**config.mk**
```make
export PLATFORM = sky130hd
export DESIGN_NAME = pixel_fetch_flat
export DESIGN_NICKNAME = d
export VERILOG_FILES = /design/src/rtl/pixel_fetch_if.sv /design/src/rtl/pixel_fetch.sv /design/src/flat_wrapper.sv
export SDC_FILE = /design/constraint.sdc
export NUM_CORES = 1
export LEC_CHECK = 0
export ABC_AREA = 0
export BUFFER_PORTS_ARGS = -buffer_cell sky130_fd_sc_hd__buf_4
export CAP_MARGIN = 0
export CORE_MARGIN = 2
export CORE_UTILIZATION = 45
export CTS_CLUSTER_DIAMETER = 200
export CTS_CLUSTER_SIZE = 30
export DETAILED_ROUTE_END_ITERATION = 12
export PLACE_DENSITY = 0.73
export REMOVE_ABC_BUFFERS = 1
export SYNTH_ARGS = -nofsm -noshare
export SYNTH_HDL_FRONTEND = slang
export SYNTH_SLANG_ARGS = --single-unit
```
**constraint.sdc**
```tcl
create_clock -name clk -period 2.4 [get_ports clk]
set_clock_uncertainty 0.2 [all_clocks]
set_input_delay 0.24 -clock clk [delete_from_list [all_inputs] [get_ports clk]]
set_output_delay 0.24 -clock clk [all_outputs]
set_load 0.005 [all_outputs]
```
**src/rtl/pixel_fetch_if.sv**
```systemverilog
// Loader FIFO read port: show-ahead byte stream with a same-cycle pop strobe.
// master = frame loader side, slave = pixel_fetch side.
interface pixel_fetch_if;
    logic       i_valid;
    logic [7:0] i_data;
    logic       o_next;

    modport master (
        output i_valid,
        output i_data,
        input  o_next
    );

    modport slave (
        input  i_valid,
        input  i_data,
        output o_next
    );
endinterface

```
**src/rtl/pixel_fetch.sv**
```systemverilog
// pixel_fetch: overlays an IMG_W x IMG_H grayscale image, read from the loader's
// show-ahead FIFO, onto the raster at (X0,Y0) and drives registered RGB888 pixels.
// FIFO underrun keeps the window position-locked and emits a marker colour.
// Optional build macro PIXEL_FETCH_STATS_EN adds o_ur_cnt and o_frame_cnt.
module pixel_fetch #(
    parameter int unsigned IMG_W   = 225,
    parameter int unsigned IMG_H   = 225,
    parameter int unsigned X0      = 207,
    parameter int unsigned Y0      = 127,
    parameter int unsigned CNT_W   = 12,
    parameter logic [7:0]  BG_GRAY = 8'h00,
    parameter logic [23:0] UR_RGB  = 24'hFF00FF
) (
    input  logic             clk,
    input  logic             rst_n,
    input  logic             i_vsync,
    input  logic             i_de,
    input  logic [CNT_W-1:0] i_x,
    input  logic [CNT_W-1:0] i_y,
    pixel_fetch_if.slave     fifo,
    output logic             o_de,
    output logic [7:0]       o_r,
    output logic [7:0]       o_g,
    output logic [7:0]       o_b,
    output logic             o_underrun
`ifdef PIXEL_FETCH_STATS_EN
    ,
    output logic [15:0]      o_ur_cnt,
    output logic [15:0]      o_frame_cnt
`endif
);

    localparam int unsigned CW    = CNT_W + 1;
    localparam int unsigned PIX_W = 16;

    localparam logic [CW-1:0]    X_LO     = CW'(X0);
    localparam logic [CW-1:0]    X_HI     = CW'(X0 + IMG_W);
    localparam logic [CW-1:0]    Y_LO     = CW'(Y0);
    localparam logic [CW-1:0]    Y_HI     = CW'(Y0 + IMG_H);
    localparam logic [PIX_W-1:0] LAST_PIX = PIX_W'(IMG_W * IMG_H - 1);

    typedef enum logic [1:0] {
        S_IDLE,
        S_ARMED,
        S_ACTIVE,
        S_DONE
    } state_t;

    state_t           state_q;
    logic [PIX_W-1:0] pix_cnt_q;
    logic [PIX_W-1:0] pix_cnt_d;

    logic [CW-1:0] x_ext;
    logic [CW-1:0] y_ext;
    logic          in_win_c;
    logic          take_c;
    logic          fetch_c;
    logic          under_c;

    // Window decode and per-pixel fetch decision (ARMED takes its first window pixel itself).
    always_comb begin
        x_ext     = {1'b0, i_x};
        y_ext     = {1'b0, i_y};
        in_win_c  = i_de
                  & (x_ext >= X_LO) & (x_ext < X_HI)
                  & (y_ext >= Y_LO) & (y_ext < Y_HI);
        take_c    = i_vsync & in_win_c
                  & ((state_q == S_ACTIVE) | (state_q == S_ARMED));
        fetch_c   = take_c & fifo.i_valid;
        under_c   = take_c & ~fifo.i_valid;
        pix_cnt_d = pix_cnt_q + PIX_W'(1);
    end

    // Pop only the byte actually consumed this cycle.
    assign fifo.o_next = fetch_c;

    // Frame FSM, position counter and registered pixel output.
    always_ff @(posedge clk or negedge rst_n) begin
        if (!rst_n) begin
            state_q    <= S_IDLE;
            pix_cnt_q  <= '0;
            o_de       <= 1'b0;
            o_r        <= 8'h00;
            o_g        <= 8'h00;
            o_b        <= 8'h00;
            o_underrun <= 1'b0;
        end else begin
            o_de <= i_de;

            if (fetch_c) begin
                {o_r, o_g, o_b} <= {3{fifo.i_data}};
            end else if (under_c) begin
                {o_r, o_g, o_b} <= UR_RGB;
            end else begin
                {o_r, o_g, o_b} <= {3{BG_GRAY}};
            end

            if (!i_vsync) begin
                state_q    <= S_ARMED;
                pix_cnt_q  <= '0;
                o_underrun <= 1'b0;
            end else begin
                if (under_c) begin
                    o_underrun <= 1'b1;
                end
                if (take_c) begin
                    pix_cnt_q <= pix_cnt_d;
                    state_q   <= (pix_cnt_q == LAST_PIX) ? S_DONE : S_ACTIVE;
                end
            end
        end
    end

`ifdef PIXEL_FETCH_STATS_EN
    // Per-frame underrun tally (saturating) and completed-frame count (wrapping).
    always_ff @(posedge clk or negedge rst_n) begin
        if (!rst_n) begin
            o_ur_cnt    <= '0;
            o_frame_cnt <= '0;
        end else begin
            if (!i_vsync) begin
                o_ur_cnt <= '0;
            end else begin
                if (under_c && (o_ur_cnt != 16'hFFFF)) begin
                    o_ur_cnt <= o_ur_cnt + 16'd1;
                end
                if (take_c && (pix_cnt_q == LAST_PIX)) begin
                    o_frame_cnt <= o_frame_cnt + 16'd1;
                end
            end
        end
    end
`endif

endmodule

```
**src/flat_wrapper.sv**
```systemverilog
// flat-port wrapper written by rule: the top's interface ports become plain ports
module pixel_fetch_flat 
#(
    parameter int unsigned IMG_W   = 225,
    parameter int unsigned IMG_H   = 225,
    parameter int unsigned X0      = 207,
    parameter int unsigned Y0      = 127,
    parameter int unsigned CNT_W   = 12,
    parameter logic [7:0]  BG_GRAY = 8'h00,
    parameter logic [23:0] UR_RGB  = 24'hFF00FF
)
  (clk, rst_n, i_vsync, i_de, i_x, i_y, o_de, o_r, o_g, o_b, o_underrun, fifo_i_valid, fifo_i_data, fifo_o_next);
  pixel_fetch_if fifo_i ();
  input  logic clk;
  input  logic rst_n;
  input  logic i_vsync;
  input  logic i_de;
  input  logic [CNT_W-1:0] i_x;
  input  logic [CNT_W-1:0] i_y;
  output logic o_de;
  output logic [7:0] o_r;
  output logic [7:0] o_g;
  output logic [7:0] o_b;
  output logic o_underrun;
  input wire logic [$bits(fifo_i.i_valid)-1:0] fifo_i_valid;
  input wire logic [$bits(fifo_i.i_data)-1:0] fifo_i_data;
  output wire logic [$bits(fifo_i.o_next)-1:0] fifo_o_next;
  assign fifo_i.i_valid = fifo_i_valid;
  assign fifo_i.i_data = fifo_i_data;
  assign fifo_o_next = fifo_i.o_next;
  pixel_fetch #(.IMG_W(IMG_W), .IMG_H(IMG_H), .X0(X0), .Y0(Y0), .CNT_W(CNT_W), .BG_GRAY(BG_GRAY), .UR_RGB(UR_RGB)) u_core (.clk(clk), .rst_n(rst_n), .i_vsync(i_vsync), .i_de(i_de), .i_x(i_x), .i_y(i_y), .fifo(fifo_i), .o_de(o_de), .o_r(o_r), .o_g(o_g), .o_b(o_b), .o_underrun(o_underrun));
endmodule
```
==> run summary, run 1 <==
Status: finished clean
DP HPWL: 2954 microns
Yosys top cell by area: dfrtp_1
Ranking of synthesized cells by area: dfrtp_1 (50%), a21oi_1 (6.1%), or4_1 (5.4%)
Mean routed wirelength per cell: 13.79 microns
DRC Markers: 0
DRT Pass-1 Iters: 4
Relative slew slack: 0.7051
Startpoint types: register
Max FO, Critical Path: 9
IO Pins: 64
Die W: 67.39 microns
Die footprint: 4541 sq um
Area growth from synthesis to layout: 34.33%
Kind of critical path: reg2out
Initial cell density of the core: 0.4586
TritonCTS Buffers: 5
Distinct cells, synth: 32
GRT Total Usage: 0.2010
Core area: 3943 sq um
Hold_ws: 5.523 ps
Yosys reg bits: 36
RSZ-0062 raised after global routing: false
Measured slew at the worst slew-check pin: 442.3 ps
CTS max path bufs: 2
Max-slew violations: 0
Fmax achieved: 452.4 MHz
Avg Vias per Cell: 5.470
Global-route wire length before repair: 6824 microns
Critical path cell sequence: xnor2_1, nor4_2, nand4_1, nor2_2, and2_1, buf_4
Worst setup margin: 189.4 ps
Setup tns final: 0 ps
Critical Path RT: 1960 ps
Aggregate routed wire length: 4165 microns
Tcrit/Tclk final: 0.9211
CP top delay family: simple AND/OR/NAND/NOR gates
Gr ovfl total: 0
Leak pwr: 1.179 nW
DP Worst Slack: 297.4 ps
Final #Nets: 290
CP max stage delay: 390 ps
Largest net degree at the start of global routing: 37
CTS clock-pin slew for the worst setup and hold paths: 70 ps
Die H: 67.39 microns
Async SR Flop Fraction: 1.000
Post-layout power: 1.140 mW
Ys flop type: dfrtp_1
Number of port buffers: 63
P per Cell Area: 469.3 nW/um^2
Min-delay worst type: in2reg
Buf/Inv on CP: 1
Crit. End Element: output port
CTS tree: done
FP Rows: 23
Share of cells above drive strength 1: 0.3095
Mapped cell area: 1808 sq um
Diode count: 0
Slowest CP cell: dfrtp_1
Gpl congestion: 0.7909
H-tree depth: 2
Vias in the first global route: 1463
Sink Count: 36
Syn avg cell area: 9.617 sq um
Final hold violations: 0
Routed Antenna Nets: 0
Cells after Synth: 188
Seq/Total Area, Yosys: 0.4983
Max Cap Viol: 0
Post-synth top area share: 0.4983
Ys Warns: 0
Minimum clock period: 2211 ps
Initial detailed-routing violation count: 105
Worst ir drop on vdd: 0.3147 mV
Setup-failing EPs final: 0
Post-synth EDFFs: 0
Initial antenna violation count: 0
Via count: 1652
Clk root buf: clkbuf_8
CP Data Arrival Time: 1770 ps
Clk_lat worst skew: 280 ps
cells in the final DEF (no fill, tap or decap):
cell type and n:
nor4_1 1, nor2_2 1, clkbuf_1 2, nor4_2 2
nor4b_1 1, o211ai_1 2, o21ai_0 5, nor3_1 1
a32oi_1 1, and3_1 14, or3_1 2, o31ai_1 12
nor3b_1 1, nand3_1 14, dfrtp_1 36, dlygate4sd3_1 7
nand4b_1 1, o2111ai_1 1, nand4_1 4, a21oi_1 22
or4_1 13, o21a_1 2, or2_2 1, clkbuf_8 6
buf_4 67, o21ai_1 1, nand2_1 6, ha_1 2
inv_1 13, nor2_1 6, xnor2_1 1, and2_1 1
a21o_1 2, a31o_2 1
final timing paths:
check	cells past startpoint	slack, ps	end	start
worst min-delay path	3	6	u_core.o_r[4]	fifo_i_data[4]
worst max register to register	6	320	u_core.pix_cnt_q[14]	u_core.state_q[1]
max in group asynchronous	2	1440	u_core.o_g[3]	rst_n
worst min register to register	2	310	u_core.state_q[1]	u_core.state_q[1]
worst max-delay path	6	190	fifo_o_next	u_core.state_q[1]
min in group asynchronous	2	250	u_core.pix_cnt_q[7]	rst_n
cells by family after synthesis:
| group | synth area share |
|---|---|
| flip-flops | 0.4983 |
| XOR/XNOR | 0.004845 |
| AO/OA/AOI/OAI | 0.1668 |
| buffers and inverters | 0.08650 |
| AND/OR/NAND/NOR | 0.2298 |
| adder cells (fa/ha/maj) | 0.01384 |
metal layers:
metal  routed length, microns  vias to the layer above  global-route usage
met5                        0                        -                   0
met1                     1842                      787              0.2685
li1                         -                      812                   -
met2                     2016                       47              0.3020
met3                      247                        6             0.07333
met4                       59                        0             0.06888
per-stage QoR:
stage | utilization | area, sq um | instances
4_1_cts | 0.6154 | 2426 | 302
6_report | 0.6160 | 2429 | 302
2_1_floorplan | - | 1700 | 170
3_5_place_dp | 0.5747 | 2266 | 287
5_1_grt | 0.6160 | 2429 | 302
3_3_place_gp | 0.5747 | 2266 | 287
flip-flops by register name, summed over array words and instances (netlist names):
signal             flops
u_core.o_r             8
u_core.o_g             8
u_core.pix_cnt_q      16
u_core.state_q         2
u_core.o_de            1
u_core.o_underrun      1
Yosys cell counts (all sizes together) (3+ instances only):
library cell  count
and3             14
nor4              3
nand3            14
inv              13
o21ai             6
clkbuf            4
dfrtp            36
or4              13
buf              14
o31ai            12
nand4             4
nor2              7
nand2             6
a21oi            22
worst register-to-register path, cell delays in order (launching register included):
cell and delay [ps]:
dfrtp_1 390, xnor2_1 150, nor4_2 140, nand4_1 220, buf_4 250, or4_1 490
a21oi_1 180
layout make-up:
cell class	count	area, sq um
fill	334	1514
inverter	13	48.80
timing repair buffer	74	573.1
sequential	36	900.9
tap	50	62.56
clock buffer	8	90.09
multi-input combinational	121	753.2
timing repair:
item,in CTS,in global routing
hold endpoints to repair,42,0
endpoints found under the setup margin,0,1
setup buffers,0,0
gates resized for setup,0,1
hold buffers,7,0
power by group:
group,switching (mW),internal (mW)
Clock,0.200,0.234
Sequential,0.000531,0.608
Combinational,0.0438,0.0538
Total,0.244,0.896
Power figures use the tool's default switching activity.
==> run 2: changes to the inputs <==
--- a/config.mk
+++ b/config.mk
@@ -13,6 +13,7 @@
 export CTS_CLUSTER_DIAMETER = 200
 export CTS_CLUSTER_SIZE = 30
 export DETAILED_ROUTE_END_ITERATION = 12
+export HOLD_SLACK_MARGIN = 0.02
 export PLACE_DENSITY = 0.73
 export REMOVE_ABC_BUFFERS = 1
 export SYNTH_ARGS = -nofsm -noshare
==> run 2 against run 1 <==
  * Critical path depth is the same
  * Combinational power is essentially flat
  * Clock-buffer cell count is the same
  * Critical path type unchanged
  * Critical endpoint unchanged
==> run summary, run 2 (synthesis gave the netlist of run 1 again) <==
Kind of critical path: reg2out
Int Power: 898.8 uW (+0.35%)
DP Worst Slack: 297.4 ps (unchanged)
IO Pins: 64 (unchanged)
Avg Vias per Cell: 5.462 (-0.14%)
CTS max path bufs: 2 (unchanged)
RSZ-0062 raised after global routing: false
Final hold violations: 0 (unchanged)
TritonCTS Buffers: 5 (unchanged)
GRT Total Usage: 0.2027 (+0.001707)
Sw Ratio: 0.2142 (about the same)
Crit. End Element: output port
Max FO, Critical Path: 9 (unchanged)
Initial antenna violation count: 0 (unchanged)
Finished Layout Cells: 305 (+0.99%)
Critical path cell sequence: xnor2_1, nor4_2, nand4_1, nor2_2, and2_1, buf_4
Worst ir drop on vdd: 0.3132 mV (-0.49%)
Combinational share of power: 0.089 (+0.003)
Max-slew violations: 0 (unchanged)
DRC Markers: 0 (unchanged)
Aggregate routed wire length: 4208 microns (+1.0%)
Number of port buffers: 63 (unchanged)
Fmax achieved: 452.6 MHz (about the same)
Startpoint types: register
FP Rows: 23 (unchanged)
Via count: 1666 (+0.85%)
Placed cell area: 2266 sq um (unchanged)
Vias in the first global route: 1486 (+1.6%)
Share of cells above drive strength 1: 0.3059 (-0.003641)
Gr ovfl total: 0 (unchanged)
Final #Nets: 293 (+1.0%)
Relative slew slack: 0.7057 (about the same)
Worst setup margin: 190.6 ps (+1.204 ps)
Die H: 67.39 microns (unchanged)
Critical Path RT: 1960 ps (about the same)
Largest net degree at the start of global routing: 37 (unchanged)
P per Cell Area: 465.2 nW/um^2 (-0.87%)
Clk root buf: clkbuf_8
Mean routed wirelength per cell: 13.80 microns (about the same)
CP max stage delay: 390 ps (about the same)
Commonest non-fill, non-tap cell in the layout: buf_4
Largest register FFs: 16 (unchanged)
Status: finished clean
Diode count: 0 (unchanged)
Clk_lat worst skew: 280 ps (about the same)
DP HPWL: 2954 microns (unchanged)
Die W: 67.39 microns (unchanged)
Core area: 3943 sq um (unchanged)
Most frequent cells in the layout: buf_4 (67), dfrtp_1 (36), a21oi_1 (22), nand3_1 (14), and3_1 (14)
CTS tree: done
Gpl congestion: 0.7909 (unchanged)
Measured slew at the worst slew-check pin: 441.4 ps (-0.8566 ps)
Initial cell density of the core: 0.4586 (unchanged)
Final instance area: 2459 sq um (+1.2%)
Clk network pwr share: 0.379 (-0.002)
CTS clock-pin slew for the worst setup and hold paths: 70 ps (about the same)
Tcrit/Tclk final: 0.9206 (about the same)
Leak pwr: 1.191 nW (+1.1%)
H-tree depth: 2 (unchanged)
CP Data Arrival Time: 1770 ps (about the same)
Initial detailed-routing violation count: 138 (+31%)
Placed Cells: 287 (unchanged)
Slowest CP cell: dfrtp_1
Area growth from synthesis to layout: 35.99%
Routed Antenna Nets: 0 (unchanged)
Postcts setup bufs: 0 (unchanged)
Sink Count: 36 (unchanged)
Post-layout power: 1.144 mW (+0.36%)
Max Cap Viol: 0 (unchanged)
Fillers: 326 (-2.4%)
Die footprint: 4541 sq um (unchanged)
Biggest regs: u_core.pix_cnt_q (16), u_core.o_g (8), u_core.o_r (8)
DRT Pass-1 Iters: 4 (unchanged)
Setup-failing EPs final: 0 (unchanged)
Seq pwr share: 0.532 (-0.002)
Minimum clock period: 2209 ps (-1.204 ps)
Min-delay worst type: in2reg
Largest register by flop count: u_core.pix_cnt_q
Global-route wire length before repair: 6879 microns (+0.81%)
Sw power: 245.0 uW (+0.38%)
## run 2: cell types whose count changed in the layout (fill, tap and decap cells not counted)
cell | before | now
dlygate4sd3_1 | 7 | 10
## run 2: final timing paths
| check | start | end | slack (ps) | cells after the start |
|---|---|---|---|---|
| hold reg to reg | u_core.state_q[1] | u_core.state_q[1] | 310 | 2 |
| min in group asynchronous | rst_n | u_core.pix_cnt_q[7] | 250 | 2 |
| setup / recovery | u_core.state_q[1] | fifo_o_next | 190 | 6 |
| max in group asynchronous | rst_n | u_core.o_g[3] | 1440 | 2 |
| setup reg to reg | u_core.state_q[1] | u_core.pix_cnt_q[14] | 320 | 6 |
| hold / removal | i_vsync | u_core.state_q[0] | 30 | 2 |
## run 2: layout make-up
| cell class | count | area [sq um] | share of cell area |
|---|---|---|---|
| clock buffers | 8 | 90.09 | 0.03664 |
| well taps | 50 | 62.56 | 0.02545 |
| inverters | 13 | 48.80 | 0.01985 |
| multi-input cells | 121 | 753.2 | 0.3064 |
| flip-flops and latches | 36 | 900.9 | 0.3664 |
| repair buffers | 77 | 603.1 | 0.2453 |
## run 2: power groups by stage
stage	registers [mW]	clock network, mW	logic [mW]
floorplan	0.620	0	0.0158
finish	0.608	0.434	0.101
global placement	0.620	0	0.0879
global route	0.608	0.476	0.113
detailed placement	0.620	0	0.0893
CTS	0.608	0.448	0.102
## run 2: critical path: cells and delay by family, from the launching register on
| kind | cells | cell delay [ps] |
|---|---|---|
| xor gates and xnor gates | 1 | 150 |
| buffers and inverters | 1 | 100 |
| DFF | 1 | 390 |
| and+or+nand+nor | 4 | 860 |
## run 2: stage by stage
step	setup TNS [ps]	util	hold slack, ps
finish	0	0.6236	32.49
global route	0	0.6236	41.48
CTS	0	0.6230	25.78
detailed placement	0	0.5747	22.42
global placement	0	0.5747	20.26
floorplan	-454.6	-	-255.6
## run 2: repair_timing
action | 4_1_cts | 5_1_grt
endpoints found under the setup margin | 0 | 1
hold buffers | 10 | 0
hold endpoints to repair | 53 | 0
resized for setup | 0 | 1
## run 2: per-layer routing
metal | global-route usage | up-vias | part of all wire
met5 | 0 | - | 0
met2 | 0.3094 | 51 | 0.49
li1 | - | 818 | -
met1 | 0.2682 | 791 | 0.44
met3 | 0.07167 | 6 | 0.060
met4 | 0.06888 | 0 | 0.014
==> run 3: changes to the inputs <==
--- a/config.mk
+++ b/config.mk
@@ -8,13 +8,15 @@
 export ABC_AREA = 0
 export BUFFER_PORTS_ARGS = -buffer_cell sky130_fd_sc_hd__buf_4
 export CAP_MARGIN = 0
+export CELL_PAD_IN_SITES_DETAIL_PLACEMENT = 1
+export CELL_PAD_IN_SITES_GLOBAL_PLACEMENT = 2
 export CORE_MARGIN = 2
-export CORE_UTILIZATION = 45
+export CORE_UTILIZATION = 26
 export CTS_CLUSTER_DIAMETER = 200
 export CTS_CLUSTER_SIZE = 30
 export DETAILED_ROUTE_END_ITERATION = 12
-export HOLD_SLACK_MARGIN = 0.02
-export PLACE_DENSITY = 0.73
+export HOLD_SLACK_MARGIN = 0.08
+export PLACE_DENSITY = 0.75
 export REMOVE_ABC_BUFFERS = 1
 export SYNTH_ARGS = -nofsm -noshare
 export SYNTH_HDL_FRONTEND = slang
==> constraint.sdc (replaced) <==
create_clock -name clk -period 1.8 [get_ports clk]
set_clock_uncertainty 0.2 [all_clocks]
set_input_delay 0.18 -clock clk [delete_from_list [all_inputs] [get_ports clk]]
set_output_delay 0.18 -clock clk [all_outputs]
set_load 0.005 [all_outputs]
==> run 3 against run 2 <==
  * The flow now finishes with violations (setup timing)
  * Critical path depth is 1 higher
  * Power is 48% higher
  * Sequential power is 33% higher
  * Core utilization is 20 points lower
  * Register-to-register slack worse by 630 ps
  * Clock power is 68% higher
  * Non-clock buffer count is 29 higher
  * Sequential share of layout area is 5.2 points lower
  * Worst hold slack better by 150 ps
  * Die area is 68% higher
  * Cell count is 19% higher
  * Final area is 16% higher
==> run summary, run 3 (synthesis gave the netlist of run 1 again) <==
CP max stage delay: 460 ps (+70 ps)
Max Cap Viol: 0 (unchanged)
Mean routed wirelength per cell: 15.46 microns (+12%)
Gr ovfl total: 0 (unchanged)
Most frequent cells in the layout: buf_4 (89), dfrtp_1 (36), a21oi_1 (16), nand3_1 (14), and3_1 (14)
Commonest non-fill, non-tap cell in the layout: buf_4
Max-slew violations: 0 (unchanged)
DP HPWL: 3885 microns (+32%)
Finished Layout Cells: 364 (+19%)
P per Cell Area: 591.6 nW/um^2 (+27%)
Largest net degree at the start of global routing: 37 (unchanged)
IO Pins: 64 (unchanged)
DP Worst Slack: -283.5 ps (-580.9 ps)
Initial detailed-routing violation count: 72 (-48%)
Fmax achieved: 472.9 MHz
Fillers: 768 (+140%)
Leak pwr: 1.386 nW (+16%)
Routed Antenna Nets: 0 (unchanged)
Minimum clock period: 2115 ps
Aggregate routed wire length: 5626 microns (+34%)
CTS max path bufs: 2 (unchanged)
FP Rows: 30 (+30%)
Core area: 6756 sq um (+71%)
Tcrit/Tclk final: 1.175
Biggest regs: u_core.pix_cnt_q (16), u_core.o_g (8), u_core.o_r (8)
DRT Pass-1 Iters: 4 (unchanged)
Min-delay worst type: in2async
Diode count: 0 (unchanged)
Critical Path RT: 1810 ps (-150 ps)
Reg-to-reg endpoint: u_core.pix_cnt_q[7]
Share of cells above drive strength 1: 0.4155 (+0.1096)
CTS clock-pin slew for the worst setup and hold paths: 80 ps (about the same)
Die H: 87.39 microns (+30%)
Global-route wire length before repair: 9301 microns (+35%)
Die W: 87.39 microns (+30%)
Critical path cell sequence: xnor2_1, nor4_2, nand4_1, buf_12, buf_4, or4_1, a21oi_1
Max FO, Critical Path: 6 (-3)
Failing checks: setup timing
Worst ir drop on vdd: 0.3613 mV (+15%)
Kind of critical path: reg2reg
Core Util, Final: 0.4237 (-0.1999)
DRC Markers: 0 (unchanged)
Die footprint: 7637 sq um (+68%)
Cell count of the worst reg-to-reg path: 7 (+1)
Initial antenna violation count: 0 (unchanged)
Vias in the first global route: 1899 (+28%)
CP Data Arrival Time: 2120 ps (+350 ps)
Final instance area: 2863 sq um (+16%)
Internal reg-to-reg setup slack: -310 ps (-630 ps)
Crit. End Element: register
Clk root buf: clkbuf_8
Largest register FFs: 16 (unchanged)
Final hold violations: 0 (unchanged)
Hold_ws: 179.1 ps (+146.6 ps)
Setup tns final: -6393 ps (-6393 ps)
RSZ-0062 raised after global routing: true
Placed cell area: 2461 sq um (+8.6%)
CTS tree: done
Number of port buffers: 63 (unchanged)
Gpl congestion: 0.7364 (-6.9%)
Setup-failing EPs final: 28 (+28)
Clk_lat worst skew: 290 ps (about the same)
TritonCTS Buffers: 5 (unchanged)
Slowest CP cell: or4_1
GRT Total Usage: 0.1553 (-0.04743)
Largest register by flop count: u_core.pix_cnt_q
Area growth from synthesis to layout: 58.34%
Placed Cells: 338 (+18%)
FF-to-FF Start: u_core.state_q[1]
Status: finished with violations
Worst setup margin: -314.6 ps (-505.2 ps)
Startpoint types: register
Avg Vias per Cell: 4.901 (-10%)
Initial cell density of the core: 0.2676 (-0.1910)
Relative slew slack: 0.5555 (-0.1502)
Measured slew at the worst slew-check pin: 664.5 ps (+223.1 ps)
Final #Nets: 322 (+9.9%)
Via count: 1784 (+7.1%)
H-tree depth: 2 (unchanged)
Sink Count: 36 (unchanged)
Post-layout power: 1.694 mW (+48%)
## run 3: cell count changes in the layout (fill, tap and decap cells not counted), sizes merged
cell         before  now
dlygate4sd3      10   12
clkbuf            8    5
clkinv            0    1
bufbuf            0    1
bufinv            0    1
buf              67   93
clkinvlp          0    1
## run 3: how the worst max path moves through the flow
stage          depth (start not counted)             endpoint              start
6_report                               7  u_core.pix_cnt_q[7]  u_core.state_q[1]
5_1_grt                                7  u_core.pix_cnt_q[5]  u_core.state_q[1]
4_1_cts                                7  u_core.pix_cnt_q[5]  u_core.state_q[1]
3_5_place_dp                           6  u_core.pix_cnt_q[1]            i_x[11]
3_3_place_gp                           6  u_core.pix_cnt_q[1]            i_x[11]
2_1_floorplan                          5  u_core.pix_cnt_q[1]  u_core.state_q[1]
## run 3: worst max-delay path: cells and delay by family, from the launching register on
family / cells / cell delay, ps
XOR/XNOR: 1 / 150
flip-flops: 1 / 400
buffers and inverters: 2 / 330
AO/OA/AOI/OAI: 1 / 160
AND/OR/NAND/NOR: 3 / 800
## run 3: cell type report
type	count	area, sq um	share of cell area
flip-flops and latches	36	900.9	0.3147
repair buffers	106	887.1	0.3099
multi-input cells	121	814.5	0.2845
well taps	80	100.1	0.03496
clock buffers	5	68.82	0.02404
inverters	13	48.80	0.01705
clock inverters	3	42.54	0.01486
## run 3: per-layer routing
layer	wire length, microns	global-route usage
met5	0	0
met4	38	0.03357
met3	255	0.04360
met2	2767	0.2528
met1	2564	0.2053
## run 3: repair_timing
action	4_1_cts	5_1_grt
endpoints found under the hold margin	58	0
gates cloned	1	0
hold buffers	12	0
setup endpoints to repair	34	36
pin swaps	6	1
setup buffers	3	2
resized for setup	11	11
## run 3: report_power, final
part	total [mW]	internal, mW	switching, mW	leakage [nW]
Sequential	0.810	0.810	0.000770	0.496
Clock	0.731	0.410	0.321	0.0541
Combinational	0.152	0.0834	0.0685	0.837
